<file path="src/rtl/grid_pkg.sv">
// Shared definitions for the kitchen grid renderer and the compositor.
// Holds the object codes, the object palette, the fixed colours used by the
// tile shader, the grid geometry, and a helper that maps a code to its colour.
package grid_pkg;

    // Grid geometry
    localparam int GRID_X0   = 112;
    localparam int GRID_Y0   = 112;
    localparam int CELL_LOG2 = 5;
    localparam int COLS      = 8;
    localparam int ROWS      = 13;

    // Last pixel column/row that still lies inside the grid
    localparam logic [10:0] GRID_X_FIRST = 11'(GRID_X0);
    localparam logic [10:0] GRID_X_LAST  = 11'(GRID_X0 + (COLS << CELL_LOG2) - 1);
    localparam logic [9:0]  GRID_Y_FIRST = 10'(GRID_Y0);
    localparam logic [9:0]  GRID_Y_LAST  = 10'(GRID_Y0 + (ROWS << CELL_LOG2) - 1);

    typedef enum logic [3:0] {
        G_EMPTY         = 4'd0,
        G_ONION_WHOLE   = 4'd1,
        G_ONION_CHOPPED = 4'd2,
        G_BOWL_EMPTY    = 4'd3,
        G_BOWL_FULL     = 4'd4,
        G_POT_EMPTY     = 4'd5,
        G_POT_RAW       = 4'd6,
        G_POT_COOKED    = 4'd7,
        G_FIRE          = 4'd8,
        G_POT_FIRE      = 4'd9,
        G_EXTINGUISHER  = 4'd10
    } obj_code_t;

    // Object palette (RGB444)
    localparam logic [11:0] C_ONION_WHOLE   = 12'hF8F;
    localparam logic [11:0] C_ONION_CHOPPED = 12'hFCF;
    localparam logic [11:0] C_BOWL_EMPTY    = 12'hFFF;
    localparam logic [11:0] C_BOWL_FULL     = 12'hFA0;
    localparam logic [11:0] C_POT_EMPTY     = 12'h888;
    localparam logic [11:0] C_POT_RAW       = 12'h8A8;
    localparam logic [11:0] C_POT_COOKED    = 12'hA60;
    localparam logic [11:0] C_EXTINGUISHER  = 12'hF00;
    localparam logic [11:0] C_FIRE_A        = 12'hF00;
    localparam logic [11:0] C_FIRE_B        = 12'hF80;

    // Tile furniture
    localparam logic [11:0] C_BAR           = 12'h0F0;
    localparam logic [11:0] C_BORDER        = 12'h444;
    localparam logic [11:0] C_COUNTER       = 12'h864;

    // Colour of a defined object; blink selects the alternate flame colour.
    function automatic logic [11:0] obj_color(input logic [3:0] code, input logic blink);
        logic [11:0] c;
        case (code)
            G_ONION_WHOLE:   c = C_ONION_WHOLE;
            G_ONION_CHOPPED: c = C_ONION_CHOPPED;
            G_BOWL_EMPTY:    c = C_BOWL_EMPTY;
            G_BOWL_FULL:     c = C_BOWL_FULL;
            G_POT_EMPTY:     c = C_POT_EMPTY;
            G_POT_RAW:       c = C_POT_RAW;
            G_POT_COOKED:    c = C_POT_COOKED;
            G_FIRE,
            G_POT_FIRE:      c = blink ? C_FIRE_B : C_FIRE_A;
            G_EXTINGUISHER:  c = C_EXTINGUISHER;
            default:         c = C_COUNTER;
        endcase
        return c;
    endfunction

endpackage

</file>
<file path="src/rtl/grid_tile_renderer_tile_shader.sv">
// Combinational colour of one pixel inside a grid cell.
// Ports:
//   code  - object code of the cell
//   t     - cook/chop progress 0..15
//   ox/oy - pixel offset within the 32x32 cell
//   blink - flame colour select
//   color - RGB444 result (border/background when nothing else covers it)
module tile_shader
    import grid_pkg::*;
(
    input  logic [3:0]  code,
    input  logic [3:0]  t,
    input  logic [4:0]  ox,
    input  logic [4:0]  oy,
    input  logic        blink,
    output logic [11:0] color
);

    logic [4:0] adx;
    logic [4:0] ady;
    logic [9:0] dist2;
    logic [5:0] bar_end;
    logic       in_bar;
    logic       known;
    logic       round_obj;
    logic       in_circle;
    logic       in_square;
    logic       in_obj;

    always_comb begin
        adx       = (ox >= 5'd16) ? (ox - 5'd16) : (5'd16 - ox);
        ady       = (oy >= 5'd16) ? (oy - 5'd16) : (5'd16 - oy);
        dist2     = ({5'd0, adx} * {5'd0, adx}) + ({5'd0, ady} * {5'd0, ady});

        // Bar covers ox in [2, 2+2t); 6 bits so t=15 reaches 32 exclusive.
        bar_end   = 6'd2 + {1'b0, t, 1'b0};
        in_bar    = (t != 4'd0) && ((oy == 5'd28) || (oy == 5'd29))
                    && (ox >= 5'd2) && ({1'b0, ox} < bar_end);

        // Codes 11..15 are undefined and fall through to the background.
        known     = (code != G_EMPTY) && (code <= G_EXTINGUISHER);
        round_obj = (code == G_ONION_WHOLE) || (code == G_ONION_CHOPPED);
        in_circle = (dist2 <= 10'd100);
        in_square = (ox >= 5'd6) && (ox <= 5'd25) && (oy >= 5'd6) && (oy <= 5'd25);
        in_obj    = known && (round_obj ? in_circle : in_square);

        if (in_bar)
            color = C_BAR;
        else if (in_obj)
            color = obj_color(code, blink);
        else if ((ox == 5'd0) || (oy == 5'd0))
            color = C_BORDER;
        else
            color = C_COUNTER;
    end

endmodule

</file>
<file path="src/rtl/grid_tile_renderer.sv">
// Pipelined pixel source for the kitchen grid (3-cycle latency).
// S1 locates the pixel in the grid, S2 fetches the cell's object code and
// timer, S3 shades the pixel. Sync and blank ride along the same pipeline.
// Ports:
//   clock, reset           - pixel clock, async active-high reset
//   hcount, vcount         - current XVGA pixel position
//   hsync, vsync, blank    - XVGA timing (syncs active low)
//   object_grid, time_grid - per-cell object code / progress, [col][row]
//   pixel_out              - RGB444 grid pixel, 0 outside grid or in blank
//   in_grid_out            - pixel lies inside the grid area
//   hsync_out, vsync_out, blank_out - timing delayed 3 cycles
module grid_tile_renderer
    import grid_pkg::*;
(
    input  logic                   clock,
    input  logic                   reset,
    input  logic [10:0]            hcount,
    input  logic [9:0]             vcount,
    input  logic                   hsync,
    input  logic                   vsync,
    input  logic                   blank,
    input  logic [7:0][12:0][3:0]  object_grid,
    input  logic [7:0][12:0][3:0]  time_grid,
    output logic [11:0]            pixel_out,
    output logic                   in_grid_out,
    output logic                   hsync_out,
    output logic                   vsync_out,
    output logic                   blank_out
);

    // S1 combinational locate
    logic        in_grid;
    logic [10:0] hx;
    logic [10:0] vy;
    logic        unused_bits;

    always_comb begin
        in_grid = (hcount >= GRID_X_FIRST) && (hcount <= GRID_X_LAST)
                  && (vcount >= GRID_Y_FIRST) && (vcount <= GRID_Y_LAST);
        hx      = hcount - GRID_X_FIRST;
        vy      = {1'b0, vcount} - {1'b0, GRID_Y_FIRST};
    end

    // Offsets inside the grid never exceed 255 x 415.
    assign unused_bits = ^{hx[10:8], vy[10:9]};

    logic [2:0]  s1_col;
    logic [3:0]  s1_row;
    logic [4:0]  s1_ox, s1_oy;
    logic        s1_in_grid, s1_hsync, s1_vsync, s1_blank;

    always_ff @(posedge clock or posedge reset) begin
        if (reset) begin
            s1_col     <= '0;
            s1_row     <= '0;
            s1_ox      <= '0;
            s1_oy      <= '0;
            s1_in_grid <= 1'b0;
            s1_hsync   <= 1'b1;
            s1_vsync   <= 1'b1;
            s1_blank   <= 1'b1;
        end else begin
            // Out-of-grid positions are zeroed so they can never index past the arrays.
            s1_col     <= in_grid ? hx[7:5] : 3'd0;
            s1_row     <= in_grid ? vy[8:5] : 4'd0;
            s1_ox      <= in_grid ? hx[4:0] : 5'd0;
            s1_oy      <= in_grid ? vy[4:0] : 5'd0;
            s1_in_grid <= in_grid;
            s1_hsync   <= hsync;
            s1_vsync   <= vsync;
            s1_blank   <= blank;
        end
    end

    // S2 fetch
    logic [3:0]  s2_code, s2_t;
    logic [4:0]  s2_ox, s2_oy;
    logic        s2_in_grid, s2_hsync, s2_vsync, s2_blank;

    always_ff @(posedge clock or posedge reset) begin
        if (reset) begin
            s2_code    <= '0;
            s2_t       <= '0;
            s2_ox      <= '0;
            s2_oy      <= '0;
            s2_in_grid <= 1'b0;
            s2_hsync   <= 1'b1;
            s2_vsync   <= 1'b1;
            s2_blank   <= 1'b1;
        end else begin
            s2_code    <= s1_in_grid ? object_grid[s1_col][s1_row] : 4'd0;
            s2_t       <= s1_in_grid ? time_grid[s1_col][s1_row]   : 4'd0;
            s2_ox      <= s1_ox;
            s2_oy      <= s1_oy;
            s2_in_grid <= s1_in_grid;
            s2_hsync   <= s1_hsync;
            s2_vsync   <= s1_vsync;
            s2_blank   <= s1_blank;
        end
    end

    // Frame counter for the flame animation, advanced on vsync falling edges
    logic [7:0] frame_count;
    logic       vsync_prev;

    always_ff @(posedge clock or posedge reset) begin
        if (reset) begin
            frame_count <= '0;
            vsync_prev  <= 1'b1;
        end else begin
            vsync_prev <= vsync;
            if (vsync_prev && !vsync)
                frame_count <= frame_count + 8'd1;
        end
    end

    // S3 shade
    logic [11:0] shade;

    tile_shader u_tile_shader (
        .code  (s2_code),
        .t     (s2_t),
        .ox    (s2_ox),
        .oy    (s2_oy),
        .blink (frame_count[3]),
        .color (shade)
    );

    always_ff @(posedge clock or posedge reset) begin
        if (reset) begin
            pixel_out   <= '0;
            in_grid_out <= 1'b0;
            hsync_out   <= 1'b1;
            vsync_out   <= 1'b1;
            blank_out   <= 1'b1;
        end else begin
            pixel_out   <= (s2_blank || !s2_in_grid) ? 12'h000 : shade;
            in_grid_out <= s2_in_grid;
            hsync_out   <= s2_hsync;
            vsync_out   <= s2_vsync;
            blank_out   <= s2_blank;
        end
    end

endmodule

</file>
<file path="config.mk">
export PLATFORM = sky130hd
export DESIGN_NAME = grid_tile_renderer
export DESIGN_NICKNAME = d
export VERILOG_FILES = /design/src/rtl/grid_pkg.sv /design/src/rtl/grid_tile_renderer_tile_shader.sv /design/src/rtl/grid_tile_renderer.sv
export SDC_FILE = /design/constraint.sdc
export NUM_CORES = 1
export LEC_CHECK = 0
export CAP_MARGIN = 5
export CORE_AREA = 2 2 341 343
export DETAILED_ROUTE_END_ITERATION = 12
export DIE_AREA = 0 0 343 345
export REMOVE_ABC_BUFFERS = 1
export SLEW_MARGIN = 0
export SYNTH_ARGS = -nofsm -noshare
export SYNTH_HDL_FRONTEND = slang
export SYNTH_SLANG_ARGS = --single-unit
</file>
<file path="constraint.sdc">
create_clock -name clock -period 7.55 [get_ports clock]
set_input_delay 0.755 -clock clock [delete_from_list [all_inputs] [get_ports clock]]
set_output_delay 0.755 -clock clock [all_outputs]
set_load 0.02 [all_outputs]
</file>
==> flow_summary_export.csv, run 1 <==
group,metric,value,unit
outcome,status,"complete, no violations",
pwr,p_leak,7.09,nW
grt,track_usage,0.168,
floorplan,start_util,0.0919,
synth,syn_avg_cell_area,13.4,sq um
clock_network,clock_sinks,62,
drt,wl_per_cell,32.5,um
synth,ys_seq_elements,62,
setup_path,cp.required,7.79,ns
cells_and_area,multi_input_area,8460,sq um
drt,vias,12300,
pwr,vdd_drop_max,0.0000798,V
placed_design,finalWeightedCongestion,0.938,
worst_hold_path,hold_path.class,"flop to flop",
clock_network,clk_latency,0.36,ns
grt,grt_max_degree,92,
setup_path,crit_chain,"inv_1 > ha_1 > nor3b_1 > ha_1 > nor2_1 > nand2_1 > fa_1 > fa_1 > fa_1 > inv_1 > fa_1 > fa_1 > ha_1 > a211oi_1 > o21ai_1 > a21oi_1 > xor2_1 > a31oi_1 > nand2b_1 > o31a_1",
clock_network,cts-hold-fix-buffers,0,
setup_path,crit_arrival,6.86,ns
sta,fmax,151,MHz
synth,synth_edf_count,0,
synth,yosysWarnings,0,
floorplan,die_h,345,um
setup_path,path_depth,20,
cells_and_area,synthToLayoutAreaGrowth,103,%
synth,yosys.area.top_type_share,0.545,
synth,ys_seq_area_frac,0.148,
clock_network,clkSlewWorstSetupHoldPaths,0.06,ns
setup_path,crit_slowest_cell,"fa_1",
setup_path,critPathKind,"flop to flop",
setup_path,cp_num_buf_inv,2,
floorplan,die_area,118000,sq um
sta,fin_setup_tns,0,ns
sta,whs,0.352,ns
floorplan,rows,125,
setup_path,crit_path_end,"pixel_out[6]$_DFF_PP0_",
grt,antenna_found_initial,123,
clock_network,postCtsSetupRepairBufs,0,
setup_path,r2r-end,"pixel_out[6]$_DFF_PP0_",
clock_network,htreeDepth,3,
flow_run,maxCapViolations,0,
clock_network,postCtsResizedCells,0,
sta,drv_slew,0,
clock_network,cts_root_buffer,"clkbuf_16",
pwr,power.density,80.0,nW/um^2
floorplan,die_w,343,um
synth,netlist_instances,788,
synth,syn_area,10600,sq um
drt,drt-pass1-iter-count,8,
drt,postRouteAntennaNets,0,
setup_path,critPathLaunch,"s2_oy[0]$_DFF_PP0_",
grt,overflow,0,
synth,async_reset_ff_frac,1.00,
drt,wirelength,103000,um
setup_path,worstSetupStartpointType,"flop",
setup_path,critical-path-max-stage-delay,0.53,ns
synth,ys_types,55,
clock_network,clock_path_buffers,2,
setup_path,ff2ff_setup_slack,0.93,ns
setup_path,crit_family,"adder cells",
setup_path,r2r_start,"s2_oy[0]$_DFF_PP0_",
sta,min_period,6.62,ns
cells_and_area,regArea,1580,sq um
setup_path,rr_worst_depth,20,
worst_hold_path,min_from,"s1_blank$_DFF_PP1_",
floorplan,core,115000,sq um
synth,synthTopCellsByArea,"mux4_2 (55%), dfrtp_1 (13%), ha_1 (5.2%)",
grt,grt_pass1_vias,12500,
sta,timing.final.crit_share,0.876,
sta,max_slew.worst_pin.slew,0.935,ns
cells_and_area,drive_gt1_frac,0.194,
synth,synth-main-ff-cell,"dfrtp_1",
sta,final.setup_skew,0.0113,ns
drt,drtIter0Drc,1225,
sta,finalSetupViolCount,0,
floorplan,ioPinCount,874,
sta,hold_viol_final,0,
synth,yosysTopAreaCell,"mux4_2",
clock_network,numCtsBuffers,9,
setup_path,crit_top_cell,"fa_1",
sta,rsz0062_at_grt,"no",
cells_and_area,final_nets,2538,
clock_network,cts_tree,"done",
setup_path,worst-path-max-fanout,10,
grt,grt_pass1_wl,129000,um
placed_design,dp.final_hpwl,93100,um
placed_design,port-buffer-count,873,
drt,drt-vias-per-instance,3.86,
setup_path,crit_path_end_kind,"flop",
sta,max_slew_margin,0.370,
drt,drc_errors,0,
cells_and_area,fill_cells,12600,
==> Yosys cell counts, types with 3 or more instances <==
master       n
o2111ai_1    3
a21oi_1     35
nand3_1     11
a211oi_1     5
nor3b_1      4
and2_1      17
dfstp_2      9
nand2_1     12
fa_1        20
nor2b_1      4
a31oi_1      5
mux2i_1     19
o21ai_1      7
clkbuf_1    30
buf_4        5
buf_2       23
nand2b_1     6
nor3_1      11
dfrtp_1     53
xnor2_1     14
buf_1       15
nor2_1      44
o21ai_0     21
inv_1       57
xor2_1      12
mux4_2     256
nand4_1      3
ha_1        44
a22o_1       9
o21a_1       4
==> registers in the layout, summed over array words and instances (netlist names), 3 cells and up <==
| name | count |
|---|---|
| frame_count | 4 |
| pixel_out | 11 |
| s1_col | 3 |
| s1_ox | 5 |
| s1_oy | 5 |
| s1_row | 4 |
| s2_code | 4 |
| s2_ox | 5 |
| s2_oy | 5 |
| s2_t | 4 |
==> cell families (layout without fill, tap and decap cells) <==
logic type               after synthesis  in the layout  synth area share
AO/OA/AOI/OAI                        103            103            0.0616
XOR/XNOR                              26             26            0.0215
adder cells (fa/ha/maj)               64             64            0.0899
buffers and inverters                132            965            0.0528
flip-flops                            62             62             0.148
multiplexers                         276            276             0.564
other                                  0             31                 0
AND/OR/NAND/NOR                      125            125            0.0621
==> per-layer routing <==
layer / part of all wire / vias to the layer above / global-route usage
met5: 0.0031 / - / 0
met4: 0.026 / 52 / 0.0372
met3: 0.12 / 182 / 0.0637
met2: 0.46 / 927 / 0.270
met1: 0.40 / 6135 / 0.213
li1: - / 4969 / -
==> power breakdown <==
part | internal [W] | total [W] | switching, W
Clock | 0.000260 | 0.000441 | 0.000181
Combinational | 0.000607 | 0.000894 | 0.000288
Sequential | 0.000353 | 0.000380 | 0.0000275
==> stage by stage <==
step           cell area (sq um)  cells  total power (W)  worst slack, ns  utilization
2_1_floorplan              10200    713         0.000715            -2.00            -
3_3_place_gp               21100   3129          0.00128             1.04        0.183
3_5_place_dp               21100   3129          0.00129            0.923        0.183
4_1_cts                    21400   3145          0.00175            0.898        0.186
5_1_grt                    21400   3153          0.00181            0.506        0.186
6_report                   21500   3176          0.00172            0.934        0.186
==> cell usage in the layout, fill, tap and decap left out, types with 5 or more instances in the layout <==
| master | instances |
|---|---|
| mux2i_1 | 19 |
| clkbuf_16 | 9 |
| nand2b_1 | 6 |
| xor2_1 | 12 |
| and2_1 | 17 |
| dfstp_2 | 9 |
| nor3_1 | 11 |
| nand2_1 | 12 |
| buf_4 | 17 |
| o21ai_1 | 7 |
| ha_1 | 44 |
| diode_2 | 31 |
| xnor2_1 | 14 |
| mux4_2 | 256 |
| o21ai_0 | 21 |
| a22o_1 | 9 |
| a21oi_1 | 35 |
| clkdlybuf4s50_1 | 873 |
| nand3_1 | 11 |
| inv_1 | 56 |
| fa_1 | 20 |
| nor2_1 | 44 |
| a31oi_1 | 5 |
| a211oi_1 | 5 |
| dfrtp_1 | 48 |
==> how the worst min path moves through the flow <==
stage,slack (ns),end,cells after the start
global route,0.35,s2_blank$_DFF_PP1_,0
detailed placement,0.34,s2_oy[1]$_DFF_PP0_,0
finish,0.35,s2_blank$_DFF_PP1_,0
CTS,0.35,s2_blank$_DFF_PP1_,0
floorplan,0.33,s2_ox[0]$_DFF_PP0_,0
global placement,0.35,s2_blank$_DFF_PP1_,0
==> final cells by class <==
type	count	area share
Tap cell	1524	0.0889
Multi-Input combinational cell	594	0.394
Sequential cell	62	0.0736
Antenna cell	31	0.00362
Timing Repair Buffer	892	0.415
Inverter	57	0.00997
Clock buffer	9	0.0105
Clock inverter	7	0.00379
==> worst reg2reg max path: stages (launching register included) <==
cell	delay [ns]
dfrtp_1	0.44
inv_1	0.20
ha_1	0.29
nor3b_1	0.22
ha_1	0.26
nor2_1	0.22
nand2_1	0.17
fa_1	0.51
fa_1	0.51
fa_1	0.53
inv_1	0.06
fa_1	0.51
fa_1	0.50
ha_1	0.36
a211oi_1	0.35
o21ai_1	0.12
a21oi_1	0.20
xor2_1	0.17
a31oi_1	0.15
nand2b_1	0.40
o31a_1	0.38
(Power assumes the default switching activity.)
==> inputs of run 2 (changes only) <==
- PLACE_DENSITY: default -> 0.4
==> run 2 against run 1 <==
Sequential share of layout area about the same. Hold slack gained 0.0024 ns. First-iteration DRC count fell by 42%. Clock-buffer cell count rose by 5. Die area stayed put. Final area shrank 0.18%. Register-to-register slack worse by 0.12 ns. Critical endpoint unchanged. Largest cell class unchanged.
==> flow_summary_export.csv, run 2 (synthesized netlist as in run 1, its figures left out) <==
group,metric,value,unit
outcome,status,"complete, no violations",
sta,max_slew_margin,0.303,
drt,drtIter0Drc,708,
clock_network,clk_latency,0.34,ns
grt,track_usage,0.165,
placed_design,dp.final_hpwl,90600,um
setup_path,worstSetupStartpointType,"flop",
sta,min_period,6.74,ns
setup_path,worst-path-max-fanout,10,
sta,hold_viol_final,0,
clock_network,postCtsSetupRepairBufs,0,
floorplan,core,115000,sq um
grt,grt_max_degree,119,
clock_network,numCtsBuffers,9,
clock_network,cts-hold-fix-buffers,0,
clock_network,postCtsResizedCells,0,
setup_path,r2r-end,"pixel_out[6]$_DFF_PP0_",
clock_network,clkSlewWorstSetupHoldPaths,0.05,ns
worst_hold_path,min_from,"s1_hsync$_DFF_PP1_",
drt,drt-pass1-iter-count,4,
setup_path,crit_top_cell,"fa_1",
sta,max_slew.worst_pin.slew,1.05,ns
floorplan,die_w,343,um
setup_path,cp.required,7.77,ns
pwr,power,0.00172,W
setup_path,crit_arrival,6.95,ns
pwr,power.density,80.2,nW/um^2
drt,drt-vias-per-instance,3.73,
grt,antenna_found_initial,93,
placed_design,port-buffer-count,873,
cells_and_area,final_nets,2535,
pwr,p_leak,7.09,nW
clock_network,clock_path_buffers,2,
sta,final.setup_skew,0.00646,ns
cells_and_area,multi_input_area,8460,sq um
sta,finalSetupViolCount,0,
drt,drc_errors,0,
setup_path,crit_chain,"inv_1 > ha_1 > nor3b_1 > ha_1 > nor2_1 > nand2_1 > fa_1 > fa_1 > fa_1 > inv_1 > fa_1 > fa_1 > ha_1 > a211oi_1 > o21ai_1 > a21oi_1 > xor2_1 > a31oi_1 > nand2b_1 > o31a_1",
cells_and_area,final_util,0.186,
sta,fmax,148,MHz
setup_path,crit_path_end_kind,"flop",
floorplan,ioPinCount,874,
sta,whs,0.355,ns
sta,fin_setup_tns,0,ns
cells_and_area,regMostFlops,"pixel_out",
worst_hold_path,hold_path.class,"flop to flop",
sta,rsz0062_at_grt,"no",
setup_path,critPathLaunch,"s2_oy[0]$_DFF_PP0_",
drt,wl_per_cell,31.9,um
floorplan,start_util,0.0919,
setup_path,critPathKind,"flop to flop",
grt,grt_pass1_vias,13000,
pwr,vdd_drop_max,0.0000698,V
floorplan,die_h,345,um
cells_and_area,mostFrequentLayoutCell,"clkdlybuf4s50_1",
floorplan,rows,125,
worst_hold_path,hold_end,"s2_hsync$_DFF_PP1_",
setup_path,critical-path-max-stage-delay,0.51,ns
sta,timing.final.crit_share,0.892,
worst_hold_path,whs_path_depth,0,
clock_network,cts_tree,"done",
drt,postRouteAntennaNets,0,
cells_and_area,synthToLayoutAreaGrowth,102,%
cells_and_area,drive_gt1_frac,0.192,
cells_and_area,layout_common_cells,"clkdlybuf4s50_1 (873), mux4_2 (256), inv_1 (56)",
placed_design,finalWeightedCongestion,0.955,
flow_run,maxCapViolations,0,
clock_network,clock_sinks,62,
clock_network,cts_root_buffer,"clkbuf_16",
drt,vias,11800,
cells_and_area,largest_reg_flops,11,
cells_and_area,regArea,1580,sq um
setup_path,ff2ff_setup_slack,0.81,ns
cells_and_area,fill_cells,12600,
drt,wirelength,101000,um
grt,overflow,0,
setup_path,crit_slowest_cell,"fa_1",
setup_path,r2r_start,"s2_oy[0]$_DFF_PP0_",
sta,drv_slew,0,
setup_path,rr_worst_depth,20,
clock_network,htreeDepth,3,
grt,grt_pass1_wl,129000,um
floorplan,die_area,118000,sq um
run 2: cell count changes in the layout (fill, tap and decap cells not counted), sizes merged:
cell	previous run	this run
clkbuf	9	14
bufinv	1	0
clkinv	2	1
inv	60	57
buf	19	16
diode	31	17
run 2: how the worst max path moves through the flow:
stage / endpoint / slack [ns]
6_report: pixel_out[6]$_DFF_PP0_ / 0.81
3_5_place_dp: pixel_out[6]$_DFF_PP0_ / 0.87
3_3_place_gp: pixel_out[6]$_DFF_PP0_ / 1.03
2_1_floorplan: s2_t[2]$_DFF_PP0_ / -2.00
5_1_grt: pixel_out[10]$_DFF_PP0_ / 0.28
4_1_cts: pixel_out[6]$_DFF_PP0_ / 0.82
run 2: power by group:
group | leakage (nW) | switching (W) | internal, W | total, W
Combinational | 6.12 | 0.000313 | 0.000610 | 0.000922
Clock | 0.151 | 0.000151 | 0.000266 | 0.000418
Sequential | 0.813 | 0.0000239 | 0.000353 | 0.000377
Total | 7.09 | 0.000488 | 0.00123 | 0.00172
run 2: cell type report:
class	instances	area share
multi-input cells	594	0.395
inverters	57	0.00999
clock buffers	14	0.0137
clock inverters	2	0.000584
repair buffers	889	0.416
flip-flops and latches	62	0.0737
diodes	17	0.00199
well taps	1524	0.0891
run 2: metrics by stage:
step           worst slack, ns  cells  cell area, sq um
5_1_grt                  0.281   3144             21400
3_3_place_gp              1.03   3126             21100
3_5_place_dp             0.871   3126             21100
6_report                 0.813   3159             21400
2_1_floorplan            -2.00    713             10200
4_1_cts                  0.817   3142             21400
run 2: metal layers:
metal / GRT usage / vias to the layer above / wire length [um]
met5: 0 / - / 210
met4: 0.00954 / 34 / 807
met3: 0.0476 / 110 / 8660
li1: - / 4940 / -
met2: 0.286 / 651 / 49300
met1: 0.212 / 6038 / 41800
run 2: worst max-delay path: cells and delay by family, from the launching register on:
family / cells / cell delay [ns]
fa+ha+maj: 8 / 3.44
compound gates: 5 / 1.26
simple gates: 4 / 1.05
flops: 1 / 0.46
buf+inv: 2 / 0.25
xor+xnor: 1 / 0.17
==> inputs of run 3 (changes only) <==
- GPL_TIMING_DRIVEN: default -> 0
==> run 3 against run 2 <==
Fmax fell by 2.6%. Combinational power fell by 0.4%. Final area rose by 0.91%. First-iteration DRC count rose by 25%. Critical path depth did not move. Worst setup slack got worse by 0.18 ns. Hold slack barely moved.
==> flow_summary_export.csv, run 3 (synthesized netlist as in run 1, its figures left out) <==
group,metric,value,unit
outcome,status,"complete, no violations",
pwr,p_switching,0.000499,W
cells_and_area,drive_gt1_frac,0.189,
sta,fmax,145,MHz
drt,drt-vias-per-instance,3.81,
drt,wl_per_cell,31.7,um
placed_design,port-buffer-count,873,
sta,min_period,6.92,ns
sta,timing.final.crit_share,0.916,
pwr,p_leak,7.13,nW
setup_path,crit_chain,"inv_1 > ha_1 > nor3b_1 > ha_1 > nor2_1 > nand2_1 > fa_1 > fa_1 > fa_1 > inv_1 > fa_1 > fa_1 > ha_1 > a211oi_1 > nor2_1 > xor2_1 > a31oi_1 > a31oi_1 > nand2b_1 > a211oi_1",
cells_and_area,synthToLayoutAreaGrowth,104,%
floorplan,die_w,343,um
setup_path,crit_top_cell,"fa_1",
setup_path,crit_path_end_kind,"flop",
floorplan,die_area,118000,sq um
pwr,power_frac_comb,0.514,
setup_path,r2r-end,"pixel_out[10]$_DFF_PP0_",
sta,finalSetupViolCount,0,
setup_path,worst-path-max-fanout,10,
floorplan,rows,125,
clock_network,cts-hold-fix-buffers,0,
cells_and_area,largest_reg_flops,11,
pwr,vdd_drop_max,0.0000857,V
drt,wirelength,100000,um
clock_network,clkSlewWorstSetupHoldPaths,0.06,ns
floorplan,ioPinCount,874,
cells_and_area,instances_no_fill,3164,
placed_design,dp.final_hpwl,90500,um
cells_and_area,final_nets,2530,
floorplan,start_util,0.0919,
clock_network,postCtsSetupRepairBufs,0,
clock_network,numCtsBuffers,9,
pwr,seqPwrFrac,0.214,
clock_network,cts_root_buffer,"clkbuf_16",
flow_run,maxCapViolations,0,
clock_network,cts_tree,"done",
cells_and_area,regMostFlops,"pixel_out",
clock_network,clock_path_buffers,2,
clock_network,postCtsResizedCells,0,
sta,max_slew.worst_pin.slew,1.16,ns
sta,max_slew_margin,0.228,
setup_path,crit_slowest_cell,"fa_1",
pwr,power.density,82.7,nW/um^2
drt,vias,12000,
clock_network,clk_latency,0.35,ns
drt,postRouteAntennaNets,0,
sta,final.setup_skew,0.00581,ns
cells_and_area,layout_common_cells,"clkdlybuf4s50_1 (873), mux4_2 (256), inv_1 (56)",
sta,drv_slew,0,
grt,grt_pass1_vias,12900,
floorplan,die_h,345,um
clock_network,clock_sinks,62,
drt,drc_errors,0,
grt,track_usage,0.164,
placed_design,finalWeightedCongestion,0.987,
setup_path,r2r_start,"s2_oy[0]$_DFF_PP0_",
grt,grt_pass1_wl,127000,um
pwr,power,0.00179,W
pwr,p_int,0.00129,W
worst_hold_path,min_from,"s2_hsync$_DFF_PP1_",
drt,drt-pass1-iter-count,5,
placed_design,placedCellCount,3121,
grt,overflow,0,
sta,rsz0062_at_grt,"no",
worst_hold_path,hold_path.class,"flop to flop",
pwr,pwr-share-clk,0.272,
setup_path,rr_worst_depth,20,
setup_path,critPathKind,"flop to flop",
worst_hold_path,whs_path_depth,0,
cells_and_area,mostFrequentLayoutCell,"clkdlybuf4s50_1",
worst_hold_path,hold_end,"hsync_out$_DFF_PP1_",
pwr,swShare,0.279,
setup_path,critical-path-max-stage-delay,0.52,ns
grt,antenna_found_initial,105,
setup_path,ff2ff_setup_slack,0.63,ns
setup_path,worstSetupStartpointType,"flop",
setup_path,crit_arrival,7.11,ns
grt,grt_max_degree,69,
clock_network,htreeDepth,3,
sta,hold_viol_final,0,
drt,drtIter0Drc,883,
floorplan,core,115000,sq um
setup_path,cp.required,7.74,ns
run 3: final cells by class:
cell class              count  area (sq um)
clock inverters             7           120
flip-flops and latches     62          1580
diodes                     27          67.6
repair buffers            884          9030
inverters                  57           214
well taps                1524          1910
fillers                 12600         93500
clock buffers               9           225
multi-input cells         594          8460
run 3: worst max-delay path: cells and delay by family, from the launching register on:
| kind | cells | cell delay (ns) |
|---|---|---|
| flip-flops | 1 | 0.47 |
| AO/OA/AOI/OAI | 4 | 1.28 |
| adder cells (fa/ha/maj) | 8 | 3.45 |
| buffers and inverters | 2 | 0.27 |
| AND/OR/NAND/NOR | 5 | 1.12 |
| XOR/XNOR | 1 | 0.15 |
run 3: power by group through the flow:
| stage | Sequential (W) | Clock (W) | Combinational [W] |
|---|---|---|---|
| finish | 0.000382 | 0.000487 | 0.000918 |
| global route | 0.000386 | 0.000518 | 0.000976 |
| CTS | 0.000383 | 0.000505 | 0.000932 |
| detailed placement | 0.000388 | 0 | 0.000926 |
| global placement | 0.000415 | 0 | 0.000932 |
| floorplan | 0.000396 | 0 | 0.000320 |
run 3: through the flow:
stage               worst slack [ns]  cell area (sq um)   util  setup TNS [ns]  hold slack [ns]
finish                         0.633              21600  0.188               0            0.355
global route                   0.138              21600  0.187               0            0.357
CTS                            0.677              21500  0.187               0            0.356
detailed placement             0.732              21200  0.184               0            0.342
global placement               -6.27              20900  0.181          -48.06            0.345
floorplan                      -2.00              10200      -          -15.93            0.331
run 3: how the worst max path moves through the flow:
stage,slack [ns],endpoint,startpoint
after detailed placement,0.73,pixel_out[10]$_DFF_PP0_,s2_oy[0]$_DFF_PP0_
after CTS,0.68,pixel_out[10]$_DFF_PP0_,s2_oy[0]$_DFF_PP0_
after global placement,-6.27,s2_code[3]$_DFF_PP0_,s1_col[0]$_DFF_PP0_
after global routing,0.14,pixel_out[10]$_DFF_PP0_,s2_oy[0]$_DFF_PP0_
after floorplan,-2.00,s2_t[2]$_DFF_PP0_,s1_col[0]$_DFF_PP0_
final,0.63,pixel_out[10]$_DFF_PP0_,s2_oy[0]$_DFF_PP0_
run 3: per-layer routing:
metal  wire length, um  global-route usage
met5               196                   0
met4              1620              0.0389
met3              9200              0.0518
met2             48500               0.272
met1             40700               0.204
